File: config.mk
export PLATFORM = sky130hd
export DESIGN_NAME = mastermind_board
export DESIGN_NICKNAME = d
export VERILOG_FILES = /design/src/rtl/mastermind_board.sv
export SDC_FILE = /design/constraint.sdc
export NUM_CORES = 1
export LEC_CHECK = 0
export CAP_MARGIN = 20
export CORE_MARGIN = 2
export CORE_UTILIZATION = 45
export CTS_BUF_LIST = sky130_fd_sc_hd__clkbuf_8 sky130_fd_sc_hd__clkbuf_16
export DETAILED_ROUTE_END_ITERATION = 10
export PLACE_DENSITY = 0.7
export SYNTH_ARGS = -nofsm -noshare
export SYNTH_HDL_FRONTEND = slang
export SYNTH_SLANG_ARGS = --single-unit
File: constraint.sdc
create_clock -name Clk -period 3.6 [get_ports Clk]
set_input_delay 0.72 -clock Clk [delete_from_list [all_inputs] [get_ports Clk]]
set_output_delay 0.72 -clock Clk [all_outputs]
set_load 0.01 [all_outputs]
File: src/rtl/mastermind_board.sv
// -----------------------------------------------------------------------------
// mastermind_board
//
// Guess board and scoring engine for a Mastermind-style game. It holds the
// secret, lets the player edit the current guess row under cursor control, and
// scores a submitted row over several cycles into exact and colour-only peg
// counts. It also keeps a feedback history with one entry per row.
//
// Ports
//   Clk, Reset_n        : clock (rising edge) and asynchronous active-low reset
//   start               : pulse; latches `secret` and starts a new game
//   secret              : slot k at [k*COLOR_W +: COLOR_W]
//   color               : colour code to write (0 clears the slot)
//   set_color           : pulse; write `color` at the cursor
//   move_left/right     : pulses; move the cursor (wrapping)
//   submit              : pulse; score the current row
//   cursor, guess_num   : cursor slot, rows already scored
//   board_flat          : row r, slot k at [(r*SLOTS+k)*COLOR_W +: COLOR_W]
//   feedback_flat       : row r exact at [r*2*FW +: FW], colour at +FW
//   exact_cnt/color_cnt : counts of the most recently scored row
//   fb_valid            : high during the cycle a new score is committed
//   reject              : one-cycle pulse after an illegal request
//   q_*                 : one-hot state flags
// -----------------------------------------------------------------------------
module mastermind_board #(
  parameter  int SLOTS       = 4,
  parameter  int COLOR_W     = 3,
  parameter  int NCOLORS     = 6,
  parameter  int MAX_GUESSES = 6,
  localparam int CW          = $clog2(SLOTS),
  localparam int FW          = $clog2(SLOTS + 1),
  localparam int GW          = $clog2(MAX_GUESSES + 1)
) (
  input  logic                                  Clk,
  input  logic                                  Reset_n,
  input  logic                                  start,
  input  logic [SLOTS*COLOR_W-1:0]              secret,
  input  logic [COLOR_W-1:0]                    color,
  input  logic                                  set_color,
  input  logic                                  move_left,
  input  logic                                  move_right,
  input  logic                                  submit,
  output logic [CW-1:0]                         cursor,
  output logic [GW-1:0]                         guess_num,
  output logic [MAX_GUESSES*SLOTS*COLOR_W-1:0]  board_flat,
  output logic [MAX_GUESSES*2*FW-1:0]           feedback_flat,
  output logic [FW-1:0]                         exact_cnt,
  output logic [FW-1:0]                         color_cnt,
  output logic                                  fb_valid,
  output logic                                  reject,
  output logic                                  q_Start,
  output logic                                  q_Input,
  output logic                                  q_Score,
  output logic                                  q_DoneC,
  output logic                                  q_DoneNC
);

  // Row index width; guess_num needs one extra code for "all rows used".
  localparam int RW = (MAX_GUESSES > 1) ? $clog2(MAX_GUESSES) : 1;
  localparam int NHIST = 2 ** COLOR_W;

  localparam logic [CW-1:0]      LAST_SLOT = CW'(SLOTS - 1);
  localparam logic [COLOR_W-1:0] MAX_COLOR = COLOR_W'(NCOLORS);
  localparam logic [FW-1:0]      ALL_EXACT = FW'(SLOTS);
  localparam logic [GW-1:0]      LAST_ROWS = GW'(MAX_GUESSES);

  typedef enum logic [2:0] {
    S_START,
    S_INPUT,
    S_SCORE_EXACT,
    S_SCORE_COLOR,
    S_FEEDBACK,
    S_DONE_C,
    S_DONE_NC
  } state_t;

  typedef logic [SLOTS-1:0][COLOR_W-1:0] row_t;

  state_t                                state_q, state_d;
  row_t                                  secret_q, secret_d;
  logic [MAX_GUESSES-1:0][SLOTS-1:0][COLOR_W-1:0] board_q, board_d;
  logic [MAX_GUESSES-1:0][1:0][FW-1:0]   feedback_q, feedback_d;
  // Histograms of the non-exact secret and guess colours, indexed by colour.
  logic [NHIST-1:0][FW-1:0]              hist_s_q, hist_s_d;
  logic [NHIST-1:0][FW-1:0]              hist_g_q, hist_g_d;
  logic [CW-1:0]                         cursor_q, cursor_d;
  logic [GW-1:0]                         guess_num_q, guess_num_d;
  logic [CW-1:0]                         slot_idx_q, slot_idx_d;
  logic [COLOR_W-1:0]                    col_idx_q, col_idx_d;
  logic [FW-1:0]                         exact_acc_q, exact_acc_d;
  logic [FW-1:0]                         color_acc_q, color_acc_d;
  logic [FW-1:0]                         exact_cnt_q, exact_cnt_d;
  logic [FW-1:0]                         color_cnt_q, color_cnt_d;
  logic                                  reject_q, reject_d;

  logic [RW-1:0] row;
  assign row = guess_num_q[RW-1:0];

  // ---------------------------------------------------------------------------
  // Next-state logic
  // ---------------------------------------------------------------------------
  always_comb begin
    logic               row_full;
    logic [COLOR_W-1:0] g_val;
    logic [COLOR_W-1:0] s_val;
    logic [FW-1:0]      h_min;

    // NOTE: every variable gets a default before the case statement, so no
    // path can leave one unassigned and synthesis cannot infer a latch.
    state_d     = state_q;
    secret_d    = secret_q;
    board_d     = board_q;
    feedback_d  = feedback_q;
    hist_s_d    = hist_s_q;
    hist_g_d    = hist_g_q;
    cursor_d    = cursor_q;
    guess_num_d = guess_num_q;
    slot_idx_d  = slot_idx_q;
    col_idx_d   = col_idx_q;
    exact_acc_d = exact_acc_q;
    color_acc_d = color_acc_q;
    exact_cnt_d = exact_cnt_q;
    color_cnt_d = color_cnt_q;
    reject_d    = 1'b0;
    row_full    = 1'b1;
    g_val       = board_q[row][slot_idx_q];
    s_val       = secret_q[slot_idx_q];
    h_min       = (hist_s_q[col_idx_q] < hist_g_q[col_idx_q]) ?
                  hist_s_q[col_idx_q] : hist_g_q[col_idx_q];

    for (int k = 0; k < SLOTS; k++) begin
      if (board_q[row][k] == '0) row_full = 1'b0;
    end

    case (state_q)
      S_START, S_DONE_C, S_DONE_NC: begin
        if (start) begin
          board_d     = '0;
          feedback_d  = '0;
          exact_cnt_d = '0;
          color_cnt_d = '0;
          cursor_d    = '0;
          guess_num_d = '0;
          secret_d    = secret;
          state_d     = S_INPUT;
        end
      end

      S_INPUT: begin
        if (submit) begin
          // A same-cycle edit is dropped whether or not the submit is legal.
          if (!row_full) begin
            reject_d = 1'b1;
          end else begin
            hist_s_d    = '0;
            hist_g_d    = '0;
            exact_acc_d = '0;
            color_acc_d = '0;
            slot_idx_d  = '0;
            state_d     = S_SCORE_EXACT;
          end
        end else begin
          if (set_color) begin
            if (color > MAX_COLOR) reject_d = 1'b1;
            else                   board_d[row][cursor_q] = color;
          end
          // The write above uses the old cursor; the move lands afterwards.
          if (move_right && !move_left) begin
            cursor_d = (cursor_q == LAST_SLOT) ? '0 : cursor_q + 1'b1;
          end else if (move_left && !move_right) begin
            cursor_d = (cursor_q == '0) ? LAST_SLOT : cursor_q - 1'b1;
          end
        end
      end

      S_SCORE_EXACT: begin
        if (g_val == s_val) begin
          exact_acc_d = exact_acc_q + 1'b1;
        end else begin
          hist_s_d[s_val] = hist_s_q[s_val] + 1'b1;
          hist_g_d[g_val] = hist_g_q[g_val] + 1'b1;
        end
        if (slot_idx_q == LAST_SLOT) begin
          col_idx_d = COLOR_W'(1);
          state_d   = S_SCORE_COLOR;
        end else begin
          slot_idx_d = slot_idx_q + 1'b1;
        end
      end

      S_SCORE_COLOR: begin
        color_acc_d = color_acc_q + h_min;
        if (col_idx_q == MAX_COLOR) state_d   = S_FEEDBACK;
        else                        col_idx_d = col_idx_q + 1'b1;
      end

      S_FEEDBACK: begin
        feedback_d[row][0] = exact_acc_q;
        feedback_d[row][1] = color_acc_q;
        exact_cnt_d        = exact_acc_q;
        color_cnt_d        = color_acc_q;
        guess_num_d        = guess_num_q + 1'b1;
        cursor_d           = '0;
        if (exact_acc_q == ALL_EXACT)      state_d = S_DONE_C;
        else if (guess_num_d == LAST_ROWS) state_d = S_DONE_NC;
        else                               state_d = S_INPUT;
      end

      default: state_d = S_START;
    endcase
  end

  // ---------------------------------------------------------------------------
  // State registers
  // ---------------------------------------------------------------------------
  // NOTE: the board, feedback and histogram arrays are reset along with the
  // control flops, because the renderer reads them straight after reset and
  // must see an empty board.
  always_ff @(posedge Clk or negedge Reset_n) begin
    if (!Reset_n) begin
      state_q     <= S_START;
      secret_q    <= '0;
      board_q     <= '0;
      feedback_q  <= '0;
      hist_s_q    <= '0;
      hist_g_q    <= '0;
      cursor_q    <= '0;
      guess_num_q <= '0;
      slot_idx_q  <= '0;
      col_idx_q   <= '0;
      exact_acc_q <= '0;
      color_acc_q <= '0;
      exact_cnt_q <= '0;
      color_cnt_q <= '0;
      reject_q    <= 1'b0;
    end else begin
      // NOTE: non-blocking assignments so every flop samples the values from
      // before this edge, independent of statement order.
      state_q     <= state_d;
      secret_q    <= secret_d;
      board_q     <= board_d;
      feedback_q  <= feedback_d;
      hist_s_q    <= hist_s_d;
      hist_g_q    <= hist_g_d;
      cursor_q    <= cursor_d;
      guess_num_q <= guess_num_d;
      slot_idx_q  <= slot_idx_d;
      col_idx_q   <= col_idx_d;
      exact_acc_q <= exact_acc_d;
      color_acc_q <= color_acc_d;
      exact_cnt_q <= exact_cnt_d;
      color_cnt_q <= color_cnt_d;
      reject_q    <= reject_d;
    end
  end

  // ---------------------------------------------------------------------------
  // Outputs
  // ---------------------------------------------------------------------------
  assign cursor        = cursor_q;
  assign guess_num     = guess_num_q;
  assign board_flat    = board_q;
  assign feedback_flat = feedback_q;
  assign exact_cnt     = exact_cnt_q;
  assign color_cnt     = color_cnt_q;
  assign reject        = reject_q;
  assign fb_valid      = (state_q == S_FEEDBACK);
  assign q_Start       = (state_q == S_START);
  assign q_Input       = (state_q == S_INPUT);
  assign q_Score       = (state_q == S_SCORE_EXACT) || (state_q == S_SCORE_COLOR) ||
                         (state_q == S_FEEDBACK);
  assign q_DoneC       = (state_q == S_DONE_C);
  assign q_DoneNC      = (state_q == S_DONE_NC);

endmodule

==> flow_metrics.env <==
export IMPL_outcome="complete, no violations"
export IMPL_timing_hold_worst_class="in -> async"
export IMPL_routabilityCongestion=0.940
export IMPL_synth_nets=1033
export IMPL_synth_seq_area_share=0.485
export IMPL_max_cap_violations=0
export IMPL_cts_buffer_depth=2
export IMPL_num_vias=8761
export IMPL_post_route_cells_drive_above_1_share=0.153
export IMPL_layoutNonFillerInstCount=1461
export IMPL_placedCellCount=1425
export IMPL_ys_flop_type="sky130_fd_sc_hd__dfrtp_1"
export IMPL_synth_warnings=0
export IMPL_tns_ns=0
export IMPL_num_rows=54
export IMPL_tritoncts="built"
export IMPL_ant_nets=0
export IMPL_postLayoutSetupSlackWorst_ns=0.130
export IMPL_relSlewSlack=0.519
export IMPL_detailedPlace_worstSlack_ns=0.0471
export IMPL_grt_usage=0.256
export IMPL_startpoint_type="register"
export IMPL_timing_final_max_slew_violations=0
export IMPL_most_common_layout_cells="201 x sky130_fd_sc_hd__nand2_1, 190 x sky130_fd_sc_hd__dfrtp_1, 146 x sky130_fd_sc_hd__clkdlybuf4s50_1"
export IMPL_final_min_clock_period_ns=3.47
export IMPL_residual_drc=0
export IMPL_final_setup_viol_count=0
export IMPL_final_nets=1206
export IMPL_netlist_area_um2=10000
export IMPL_hold_viol_final=0
export IMPL_layout_cells_most_common="sky130_fd_sc_hd__nand2_1"
export IMPL_mean_cell_area_of_the_mapped_netlist_um2=10.1
export IMPL_clock_pin_slew_on_the_worst_setup_and_hold_paths_ns=0.09
export IMPL_die_area_um2=23500
export IMPL_yosysTopAreaCell="sky130_fd_sc_hd__dfrtp_1"
export IMPL_viasPerCell=6.00
export IMPL_report_power_total_w=0.00944
export IMPL_global_route_overflow_total=0
export IMPL_grt_first_pass_wirelength_um=47100
export IMPL_power_leakage_nw=5.40
export IMPL_syn_instance_count=994
export IMPL_start_util=0.459
export IMPL_cts_htree_levels=4
export IMPL_met1Wirelength_um=13700
export IMPL_p_seq_frac=0.317
export IMPL_fin_crit_sh=0.964
export IMPL_synth_enable_flop_cells=0
export IMPL_insertion_delay_ns=0.45
export IMPL_stdcell_area_um2=12700
export IMPL_detailedRoute_firstPassIterationCount=6
export IMPL_finalWirelength_um=30100
export IMPL_worst_endpoint_required_ns=3.93
export IMPL_vdd_ir_drop_max_v=0.000419
export IMPL_portBuffers=147
export IMPL_wl_met3_um=2440
export IMPL_dr_top_layer="met4"
export IMPL_cellPowerDensity_nw_per_um2=742
export IMPL_pint_w=0.00538
export IMPL_yosys_top_cells_area="sky130_fd_sc_hd__dfrtp_1 48%, sky130_fd_sc_hd__nand2_1 7.5%, sky130_fd_sc_hd__o21ai_0 6.6%, sky130_fd_sc_hd__a22o_1 4.9%, sky130_fd_sc_hd__mux2_2 3.8%"
export IMPL_wl_met2_um=13300
export IMPL_yosys_cell_types_count=73
export IMPL_grt_start_max_net_pins=73
export IMPL_switchingPower_w=0.00406
export IMPL_post_dp_hpwl_um=22000
export IMPL_power_clock_fraction=0.221
export IMPL_maxClockFrequency_mhz=288
export IMPL_crit_path_max_fanout=13
export IMPL_power_combinational_fraction=0.462
export IMPL_timing_worst_setup_path_type="reg -> reg"
export IMPL_chipHeight_um=153
export IMPL_area_growth_synth_to_final_pct=27.1
export IMPL_timing_critical_path_to_type="register"
export IMPL_floorplan_core_area_um2=21800
export IMPL_route_detailed_wl_per_inst_um=20.6
export IMPL_violation_count_after_the_first_detailed_route_iteration=822
export IMPL_power_switching_fraction=0.430
export IMPL_antenna_found_initial=1
export IMPL_cts_root_buffer_cell="sky130_fd_sc_hd__clkbuf_16"
export IMPL_tightest_slew_ns=0.716
export IMPL_synth_async_sr_flop_share=1.00
export IMPL_clock_sinks=194
export IMPL_arrival_time_of_data_at_the_critical_path_endpoint_ns=3.80
export IMPL_cts_buffers_inserted=17
export IMPL_design_portCount=148
export IMPL_worst_clock_skew_ns=0.0240
export IMPL_synth_top_cell_area_share=0.485
export IMPL_rsz0062_at_grt="no"
export IMPL_postSynthRegisterBits=194
export IMPL_first_global_vias=8197
export IMPL_post_dp_area_um2=12000
export IMPL_die_w_um=153
Yosys cell counts (all sizes together), types with 3 or more instances:
cell type  count
nand3         35
a21oi         18
mux2i         29
nand2        201
mux4          15
dfrtp        194
a221oi         3
o21ai        146
o22ai          7
o22a           5
clkbuf        29
a31oi          3
nor2          34
mux2          39
buf           24
a22oi          9
inv           14
xnor2          5
and3           4
a22o          56
or2           10
nor3          12
o2bb2ai       18
o211ai         4
a222oi         3
and2           5
nand2b        11
nor2b          7
xor2           8
ha            16
final cells by class:
| cell class | count | area [µm²] |
|---|---|---|
| Sequential cell | 194 | 4860 |
| Tap cell | 280 | 350 |
| Clock buffer | 17 | 425 |
| Antenna cell | 1 | 2.50 |
| Fill cell | 1864 | 9090 |
| Multi-Input combinational cell | 731 | 4840 |
| Clock inverter | 15 | 238 |
| Inverter | 16 | 60.1 |
| Timing Repair Buffer | 207 | 1950 |
registers in the layout, indices dropped and copies added (netlist names), 2 cells and up:
register       flops
cursor             2
hist_s_q          24
guess_num          3
exact_cnt          3
slot_idx_q         2
board_flat        72
feedback_flat     36
state_q            3
col_idx_q          3
color_acc_q        3
hist_g_q          24
color_cnt          3
secret_q          12
exact_acc_q        3
path summary, 6_finish.rpt:
path	from	to	slack, ns	cells after the start
worst max-delay path	guess_num[0]	hist_g_q[13]	0.13	14
worst min-delay path	Reset_n	board_flat[33]	0.25	1
worst max register to register	guess_num[0]	hist_g_q[13]	0.13	14
worst min register to register	feedback_flat[2]	feedback_flat[2]	0.51	1
max in group asynchronous	Reset_n	col_idx_q[0]	2.50	2
min in group Clk	feedback_flat[2]	feedback_flat[2]	0.51	1
power by group through the flow:
| stage | registers, W | logic [W] | clock network (W) |
|---|---|---|---|
| final | 0.00299 | 0.00436 | 0.00208 |
| after global routing | 0.00304 | 0.00477 | 0.00220 |
| after CTS | 0.00299 | 0.00432 | 0.00210 |
| after detailed placement | 0.00302 | 0.00430 | 0 |
| after global placement | 0.00303 | 0.00423 | 0 |
| after floorplan | 0.00278 | 0.00311 | 0 |
what timing repair did:
item | CTS | global route
setup buffers | 0 | 3
hold buffers | 0 | 0
endpoints found under the setup margin | 0 | 11
hold endpoints to repair | 0 | 0
resized for setup | 0 | 8
cells by family (layout without fill, tap and decap cells):
family,Yosys count,count (layout),synth area share
AND/OR/NAND/NOR,328,328,0.144
XOR/XNOR,13,13,0.0132
adder cells (fa/ha/maj),17,17,0.0220
buffers and inverters,69,255,0.0335
AO/OA/AOI/OAI,290,290,0.196
multiplexers,83,83,0.107
other,0,1,0
flip-flops,194,194,0.485
stage by stage:
| step | utilization | hold WS [ns] |
|---|---|---|
| after CTS | 0.582 | 0.279 |
| after global routing | 0.583 | 0.292 |
| final | 0.583 | 0.254 |
| after global placement | 0.551 | 0.483 |
| after detailed placement | 0.551 | 0.488 |
| after floorplan | - | 0.424 |
worst max-delay path: stages (launching register included):
cell and delay (ns):
sky130_fd_sc_hd__dfrtp_2 0.46, sky130_fd_sc_hd__buf_12 0.17, sky130_fd_sc_hd__mux2_2 0.26, sky130_fd_sc_hd__a222oi_1 0.11, sky130_fd_sc_hd__buf_4 0.16, sky130_fd_sc_hd__mux2_4 0.28, sky130_fd_sc_hd__o211ai_4 0.21, sky130_fd_sc_hd__buf_4 0.19
sky130_fd_sc_hd__nand2b_1 0.18, sky130_fd_sc_hd__nor2_1 0.08, sky130_fd_sc_hd__a221oi_1 0.34, sky130_fd_sc_hd__nand3_1 0.12, sky130_fd_sc_hd__ha_1 0.29, sky130_fd_sc_hd__and2_2 0.23, sky130_fd_sc_hd__a22o_1 0.25
metal layers:
layer	vias to the layer above	global-route usage
met3	44	0.0496
met4	0	0.0701
li1	3960	-
met2	454	0.373
met1	4303	0.390
met5	-	0
No activity file was read; power rests on OpenSTA's default activity.
